===== config.mk =====
export PLATFORM = sky130hd
export DESIGN_NAME = div_quick_clz_signed
export DESIGN_NICKNAME = d
export VERILOG_FILES = /design/src/rtl/div_quick_pkg.sv /design/src/rtl/clz.sv /design/src/rtl/div_quick_clz_signed.sv
export SDC_FILE = /design/constraint.sdc
export NUM_CORES = 1
export LEC_CHECK = 0
export CAP_MARGIN = 20
export CORE_ASPECT_RATIO = 1.5
export CORE_UTILIZATION = 51
export CTS_CLUSTER_SIZE = 25
export DETAILED_ROUTE_END_ITERATION = 10
export PLACE_DENSITY = 0.78
export SYNTH_ARGS = -nofsm -noshare
export SYNTH_HDL_FRONTEND = slang
export SYNTH_HIERARCHICAL = 1
export SYNTH_SLANG_ARGS = --single-unit

===== constraint.sdc =====
create_clock -name clk -period 10.9 [get_ports clk]
set_clock_uncertainty 0.2 [all_clocks]
set_input_delay 2.18 -clock clk [delete_from_list [all_inputs] [get_ports clk]]
set_output_delay 2.18 -clock clk [all_outputs]
set_load 0.01 [all_outputs]

===== src/rtl/div_quick_pkg.sv =====
// Shared types for the CLZ-accelerated signed/unsigned divider: FSM states,
// the registered result record and the final sign fixup.
package div_quick_pkg;

    typedef enum logic [1:0] {IDLE, RUN, DONE} state_t;

    localparam int DIV_WIDTH_DEF = 32;
    localparam int CLZ_W         = $clog2(DIV_WIDTH_DEF);

    // Result fields are sized for the widest supported configuration; the top
    // zero-extends into them and slices its own width back out.
    localparam int MAX_W    = 64;
    localparam int MAX_ID_W = 8;

    typedef struct packed {
        logic [MAX_W-1:0]    quotient;
        logic [MAX_W-1:0]    remainder;
        logic [MAX_ID_W-1:0] id;
        logic                div_by_zero;
    } result_t;

    // Negation at MAX_W truncates to the same two's-complement value at any
    // narrower width, so |MIN| / 1 comes back out as MIN.
    function automatic result_t sign_fixup(input logic [MAX_W-1:0]    q,
                                           input logic [MAX_W-1:0]    r,
                                           input logic                neg_q,
                                           input logic                neg_r,
                                           input logic [MAX_ID_W-1:0] id);
        result_t res;
        res.quotient    = neg_q ? -q : q;
        res.remainder   = neg_r ? -r : r;
        res.id          = id;
        res.div_by_zero = 1'b0;
        return res;
    endfunction

endpackage


===== src/rtl/clz.sv =====
// Count leading zeros. The count for an all-zero input is unspecified.
module clz #(
    parameter int W = 32
) (
    input  logic [W-1:0]         value,
    output logic [$clog2(W)-1:0] count
);
    localparam int CW = $clog2(W);

    // Scanning upward lets the highest set bit have the final say.
    always_comb begin
        count = '0;
        for (int i = 0; i < W; i++) begin
            if (value[i]) count = CW'(W - 1 - i);
        end
    end

endmodule


===== src/rtl/div_quick_clz_signed.sv =====
// Handshaked iterative divider; each RUN step aligns the normalised divisor
// with the remainder's leading one and retires one quotient bit.
module div_quick_clz_signed
    import div_quick_pkg::*;
#(
    parameter int DIV_WIDTH = 32,
    parameter int ID_W      = 3
) (
    input  logic                 clk,
    input  logic                 rst,
    input  logic                 start,
    output logic                 in_ready,
    input  logic                 is_signed,
    input  logic [ID_W-1:0]      id_in,
    input  logic [DIV_WIDTH-1:0] dividend,
    input  logic [DIV_WIDTH-1:0] divisor,
    input  logic                 abort,
    output logic                 out_valid,
    input  logic                 out_ready,
    output logic [DIV_WIDTH-1:0] quotient,
    output logic [DIV_WIDTH-1:0] remainder,
    output logic [ID_W-1:0]      id_out,
    output logic                 div_by_zero
);
    localparam int CW = $clog2(DIV_WIDTH);

    state_t               state_q, state_d;
    result_t              res_q, res_d;
    logic [DIV_WIDTH-1:0] rem_q, rem_d, quo_q, quo_d;
    logic [DIV_WIDTH-1:0] ndiv_q, ndiv_d, adiv_q, adiv_d;
    logic [CW-1:0]        clzd_q, clzd_d;
    logic                 negq_q, negq_d, negr_q, negr_d;
    logic [ID_W-1:0]      id_q, id_d;

    logic                 a_neg, b_neg, accept;
    logic [DIV_WIDTH-1:0] a_abs, b_abs, t1, t;
    logic [CW-1:0]        clz_b, clz_r, qidx;
    logic                 borrow, terminate;
    logic                 unused_hi;

    assign a_neg  = is_signed & dividend[DIV_WIDTH-1];
    assign b_neg  = is_signed & divisor[DIV_WIDTH-1];
    assign a_abs  = a_neg ? -dividend : dividend;
    assign b_abs  = b_neg ? -divisor : divisor;
    assign accept = start & in_ready & ~abort;

    clz #(.W(DIV_WIDTH)) u_clz_div (.value(b_abs), .count(clz_b));
    clz #(.W(DIV_WIDTH)) u_clz_rem (.value(rem_q), .count(clz_r));

    // One alignment step; the borrow path backs off by one bit position.
    always_comb begin
        terminate = rem_q < adiv_q;
        t1        = ndiv_q >> clz_r;
        borrow    = rem_q < t1;
        t         = borrow ? (t1 >> 1) : t1;
        qidx      = clzd_q - clz_r - CW'(borrow);
    end

    always_comb begin
        state_d = state_q;
        res_d   = res_q;
        rem_d   = rem_q;
        quo_d   = quo_q;
        ndiv_d  = ndiv_q;
        adiv_d  = adiv_q;
        clzd_d  = clzd_q;
        negq_d  = negq_q;
        negr_d  = negr_q;
        id_d    = id_q;
        case (state_q)
            IDLE: begin
                if (accept) begin
                    id_d   = id_in;
                    negq_d = a_neg ^ b_neg;
                    negr_d = a_neg;
                    rem_d  = a_abs;
                    quo_d  = '0;
                    adiv_d = b_abs;
                    ndiv_d = b_abs << clz_b;
                    clzd_d = clz_b;
                    if (divisor == '0) begin
                        state_d           = DONE;
                        res_d.quotient    = MAX_W'({DIV_WIDTH{1'b1}});
                        res_d.remainder   = MAX_W'(dividend);
                        res_d.id          = MAX_ID_W'(id_in);
                        res_d.div_by_zero = 1'b1;
                    end else begin
                        state_d = RUN;
                    end
                end
            end
            RUN: begin
                if (terminate) begin
                    res_d   = sign_fixup(MAX_W'(quo_q), MAX_W'(rem_q), negq_q,
                                         negr_q, MAX_ID_W'(id_q));
                    state_d = DONE;
                end else begin
                    rem_d = rem_q - t;
                    quo_d = quo_q | (DIV_WIDTH'(1) << qidx);
                end
            end
            DONE: begin
                if (out_ready) state_d = IDLE;
            end
            default: state_d = IDLE;
        endcase
        if (abort) state_d = IDLE;
    end

    always_ff @(posedge clk or posedge rst) begin
        if (rst) begin
            state_q <= IDLE;
            res_q   <= '0;
        end else begin
            state_q <= state_d;
            res_q   <= res_d;
        end
    end

    // Working registers are only meaningful after an accept.
    always_ff @(posedge clk) begin
        rem_q  <= rem_d;
        quo_q  <= quo_d;
        ndiv_q <= ndiv_d;
        adiv_q <= adiv_d;
        clzd_q <= clzd_d;
        negq_q <= negq_d;
        negr_q <= negr_d;
        id_q   <= id_d;
    end

    assign in_ready    = (state_q == IDLE);
    assign out_valid   = (state_q == DONE);
    assign quotient    = res_q.quotient[DIV_WIDTH-1:0];
    assign remainder   = res_q.remainder[DIV_WIDTH-1:0];
    assign id_out      = res_q.id[ID_W-1:0];
    assign div_by_zero = res_q.div_by_zero;
    assign unused_hi   = ^{res_q.quotient >> DIV_WIDTH, res_q.remainder >> DIV_WIDTH,
                           res_q.id >> ID_W};

endmodule

-- Word level (Yosys, flattened, before mapping)
Cells that the tools add are included.
- eq/ne operators: 9
- $lt $le $gt $ge: 2
- bitwise logic cells: 7
- shift-type cells: 3
- reductions and logical operators: 7
- add/subtract/negate cells: 7
- mux-type cells: 85
- operators by type and width (kind ; count):
    $mux 5 ; 64
    $mux 105 ; 3
    $mux 32 ; 8
    $pmux 105 s2 ; 1
    $pmux 32 s2 ; 2
    $neg 32->32 ; 3
    $lt 32x32->1 ; 2
    $mux 64 ; 1
    $neg 32->64 ; 1
    $logic_not 32->1 ; 1
    $or 32x32->32 ; 1
    $shl 1x5->32 const A ; 1
    $shl 32x5->32 ; 1
    $shr 32x5->32 ; 1
    $sub 32x32->32 ; 1
    $mux 2 ; 5
    $pmux 2 s3 ; 1
    $reduce_and 3->1 ; 2
    $sub 5x1->5 ; 1
    $sub 5x5->5 ; 1
    $and 1x1->1 ; 4
    $ne 2x1->1 const B ; 2
    $ne 2x2->1 const B ; 2
    $reduce_and 4->1 ; 1
    other kinds (10) ; 10
- bits of input ports: 73
- word-level logic and storage cells: 133
- bits in registers: 208
- output and inout port bits: 70

-- Logic depth before layout (Yosys ltp)
- depth after elaboration: 39
- depth in mapped cells: 40
- mapped depth without buffers: 35

-- Modules after synthesis
Netlist, hierarchy kept.
- by module, submodules not included (module ; sequential area each (um^2) ; cells each ; area an instance (um^2) ; instances):
    div_quick_clz_signed ; 5895.7 ; 1905 ; 17072.6 ; 1
    clz ; 0.0 ; 63 ; 365.4 ; 2

-- Worst setup path before layout
OpenSTA, ideal clock, no wires.
- path type: flip-flop to flip-flop
- from: reg rem_q[27]
- to: reg rem_q[30] (data pin)
- slack: 2768 ps
- data arrival time: 7665 ps
- data required time: 10433 ps
- setup time: 267 ps
- clock period less this slack: 8132 ps
- buffers on the path: 5
- cell stages (with the launch flop): 38
- cells stage by stage: edfxtp_1 > nor2_1 > o31ai_1 > or4_1 > nor3_1 > a21o_1 > buf_2 > buf_4 > clkbuf_1 > clkbuf_1 > mux2i_1 > nand2_1 > o31a_1 > nand2_1 > nand2_1 > o21ai_0 > o21ai_0 > inv_1 > [2 not listed] > or2_2 > a2111o_1 > a31oi_1 > o211ai_1 > nand4b_1 > buf_2 > mux2_2 > ha_1 > a21oi_1 > o21ai_0 > a221o_1 > or3b_1 > a21oi_1 > o21ai_1 > o31a_1 > a221oi_1 > xor2_1 > o21ai_0
- longest elaborated chain between the ends: 11
- RTL lines (item ; line ; source):
    start, declared ; div_quick_clz_signed.sv:29 ; logic [DIV_WIDTH-1:0] rem_q, rem_d, quo_q, quo_d;
    start signal, assigned ; div_quick_clz_signed.sv:122 ; rem_q <= rem_d;
    $mux 5 * (5 in a row) ; clz.sv:14 ; if (value[i]) count = CW'(W - 1 - i);
    named net clz_r[1] ; div_quick_clz_signed.sv:37 ; logic [CW-1:0] clz_b, clz_r, qidx;
    $shr 32x5->32 * ; div_quick_clz_signed.sv:53 ; t1 = ndiv_q >> clz_r;
    $lt 32x32->1 ; div_quick_clz_signed.sv:54 ; borrow = rem_q < t1;
    $mux 32 * ; div_quick_clz_signed.sv:55 ; t = borrow ? (t1 >> 1) : t1;
    $sub 32x32->32 * ; div_quick_clz_signed.sv:98 ; rem_d = rem_q - t;
    $mux 32 * ; div_quick_clz_signed.sv:93 ; if (terminate) begin
    $pmux 32 s2 * ; div_quick_clz_signed.sv:70 ; case (state_q)
    named net rem_d[30] ; div_quick_clz_signed.sv:29 ;
Mark *: on every way through the listed nets, which the timed path passes. The rest lies on a longest branch. The select of a mux whose other input is x is not followed.
A chain may end at the register's enable or synchronous reset.

-- Worst setup path in the final report
- from: reg rem_q[5]
- to: reg rem_q[31] (data pin)
- longest elaborated chain between the ends: 33
- RTL lines (item ; line):
    $mux 5 * (27 in a row) ; clz.sv:14
    named net clz_r[2] ; div_quick_clz_signed.sv:37
    $shr 32x5->32 * ; div_quick_clz_signed.sv:53
    $lt 32x32->1 ; div_quick_clz_signed.sv:54
    $mux 32 * ; div_quick_clz_signed.sv:55
    $sub 32x32->32 * ; div_quick_clz_signed.sv:98
    $mux 32 * ; div_quick_clz_signed.sv:93
    $pmux 32 s2 * ; div_quick_clz_signed.sv:70
    named net rem_d[31] ; div_quick_clz_signed.sv:29
Marks and branches as above.

==> metrics.md <==
| Metric | Value |
|---|---|
| Status | finished clean |
| CTS Root Cell | clkbuf_16 |
| PD cells | 180 nW/um^2 |
| TNS Setup | 0 ns |
| Core area | 34300 um^2 |
| Synth top cells by count | 225 x nor2_1, 179 x o21ai_0, 168 x a21oi_1 |
| Crit path max fanout | 30 |
| Hold WS | 0.290 ns |
| Lkg Pwr | 0.00829 uW |
| Top cell type's share of synthesized area | 23.3% |
| DP HPWL | 44600 um |
| Max-slew violation count | 0 |
| CP Capture Type | flip-flop |
| Fraction of registers with async set/reset | 33.7% |
| Routability congestion estimate | 1.04 |
| Synthesized area | 17800 um^2 |
| Syn Nets | 2210 |
| Area grow syn2layout | 14.8% |
| Cts hold-fix bufs | 0 |
| Final-report hold violation count | 0 |
| Pin count of the biggest net entering global routing | 76 |
| Row count | 83 |
| Via-per-instance ratio | 6.19 |
| Num CTS Buffers | 23 |
| Achievable clock frequency | 0.104 GHz |
| Rel. slew slack | 26.2% |
| Port buffer count | 142 |
| RSZ-0062 raised after global routing | no |
| Most frequent cell after synthesis | nor2_1 |
| Diodes inserted | 0 |
| Clock Path Buffers | 3 |
| Post-Route WL | 56300 um |
| Post-route DRC violation count | 0 |
| FF+latch count, synth | 208 |
| Layout cells sized above 1 | 9.29% |
| Routed via count | 16000 |
| Mapped Cells | 2031 |
| H-tree depth | 1 |
| Die width | 155 um |
| EDFF count, synth | 138 |
| Fillers | 2989 |
| Die ar. | 35700 um^2 |
| Antenna Nets Post-Route | 0 |
| Setup Fix Bufs, Post-CTS | 0 |
| Per-cell routed wire length | 21.8 um |
| Most Frequent Cell on Critical Path | buf_4 |
| # setup viols final | 0 |
| Starting Density | 51.9% |
| CTS resizes | 0 |
| CTS sink cnt | 208 |
| Critical path arrival | 9.74 ns |
| Worst setup SP type | flip-flop |
| Final min period | 9.57 ns |
| Synth area leaders | edfxtp_1 23%, dfrtp_1 9.8%, ha_1 7.2%, o21ai_0 5.0%, nor2_1 4.7% |
| Total gr overflow | 0 |
| Worst vdd ir | 0.135 mV |
| Leading area contributor after synthesis | edfxtp_1 |
| Highest-delay cell along the critical path | nor4_1 |
| Die H | 231 um |
| Maxcap violations | 0 |
| First-pass GRT wire length | 87000 um |
| First-pass DRT Iterations | 6 |
| Clk Latency, worst-skew pair | 0.54 ns |
| Vias in the first global route | 15800 |
| Sequential fraction of the synthesis area | 33.1% |
| Max incr delay on CP | 0.85 ns |
| Worst Tran Pin Value | 1.10 ns |
| CTS tree | built |
| Crit Path Category | flip-flop to flip-flop |
| Avg Cell Area, Syn | 8.77 um^2 |
| Synth warn | 6 |
| Post-synth cell types | 82 |
| Clock Pin Slew Worst Setup and Hold Paths | 0.06 ns |
| Antenna violations before repair | 0 |
| WP data required | 11.07 ns |
| Initial DRC count | 1089 |
| NumNets Final | 2315 |
| Final Cycle Share | 87.8% |
| Worst hold path type | flip-flop to flip-flop |
| Predominant post-synthesis flop cell | edfxtp_1 |
| Ports | 143 |
| Total Routing Usage GR | 31.7% |
[per-layer routing]
metal  up-vias  wire [um]  share of wire (%)  track usage (%)
met3       182       2410                4.3             3.25
met2       561      29100                 52             59.0
met5         -          0                  0                0
li1       7633          -                  -                -
met1      7590      20100                 36             32.1
met4         0       4740                8.4             24.6
[area by class of cell]
cell class	count	area, um^2	share of cell area [%]
Inverter	115	432	2.11
Timing Repair Buffer	177	1720	8.43
Clock buffer	31	616	3.01
Clock inverter	11	73.8	0.361
Sequential cell	208	5900	28.8
Multi-Input combinational cell	1611	11200	54.6
Tap cell	425	532	2.60
[worst max-delay path: cells and delay by family (launching register included)]
kind                     cells  cell delay, ns
XOR/XNOR                     1            0.37
multiplexers                 1            0.25
buffers and inverters        5            1.40
flip-flops                   1            0.58
AO/OA/AOI/OAI               16            4.07
AND/OR/NAND/NOR              7            1.87
adder cells (fa/ha/maj)      2            0.63
[power by group]
group	internal (uW)	leakage (uW)	switching, uW
Clock	400	0.000337	326
Sequential	1020	0.00212	130
Combinational	808	0.00583	1000
[registers in the layout (all words and copies together), names as in the netlist]
name / count
remainder: 32
adiv_q: 32
quotient: 32
quo_q: 32
negr_q: 1
id_q: 3
state_q: 2
div_by_zero: 1
clzd_q: 5
rem_q: 32
negq_q: 1
ndiv_q: 32
id_out: 3
[final timing paths]
check	from	endpoint	slack (ns)	cells past startpoint
max in group asynchronous	rst	remainder[27]	7.87	3
worst min register to register	div_by_zero	div_by_zero	0.29	1
worst max register to register	rem_q[5]	rem_q[31]	1.33	32
worst min-delay path	div_by_zero	div_by_zero	0.29	1
worst max-delay path	rem_q[5]	rem_q[31]	1.33	32
min in group asynchronous	rst	id_out[1]	2.01	3
[stage by stage]
stage | worst slack (ns) | instance area (um^2) | power (uW) | instances | utilization (%)
2_1_floorplan | 2.77 | 17800 | 2280 | 2031 | -
3_3_place_gp | 1.54 | 19700 | 2910 | 2534 | 57.5
3_5_place_dp | 1.57 | 19700 | 2950 | 2534 | 57.5
4_1_cts | 1.55 | 20400 | 3680 | 2576 | 59.5
5_1_grt | 0.911 | 20400 | 3910 | 2578 | 59.7
6_report | 1.33 | 20400 | 3690 | 2578 | 59.7
[cells in the final DEF, fill, tap and decap left out, drive strengths merged, types with 8 or more instances in the layout]
cell type and count:
or4 27, nor2b 24, buf 35, xnor2 67, a31oi 17, and2 20
inv 115, nand2 163, o21ai 189, nand4 10, nor2 227, o41ai 16
xor2 83, nor4 25, mux2 71, a2111oi 8, nor3 43, mux2i 81
nand3 17, clkinv 11, a211oi 14, dfrtp 70, o31ai 37, o22a 8
clkdlybuf4s50 142, ha 103, mux4 13, nand2b 20, or3 11, a21o 39
a21oi 168, o21a 13, clkbuf 31, edfxtp 138
[cells by family after synthesis]
family / Yosys count / synth area share [%]
AO/OA/AOI/OAI: 567 / 19.6
XOR/XNOR: 151 / 7.51
adder cells (fa/ha/maj): 106 / 7.58
buffers and inverters: 212 / 4.60
flip-flops: 208 / 33.1
multiplexers: 165 / 10.7
AND/OR/NAND/NOR: 622 / 16.9
Note: power is estimated with default switching activity, not from simulation.
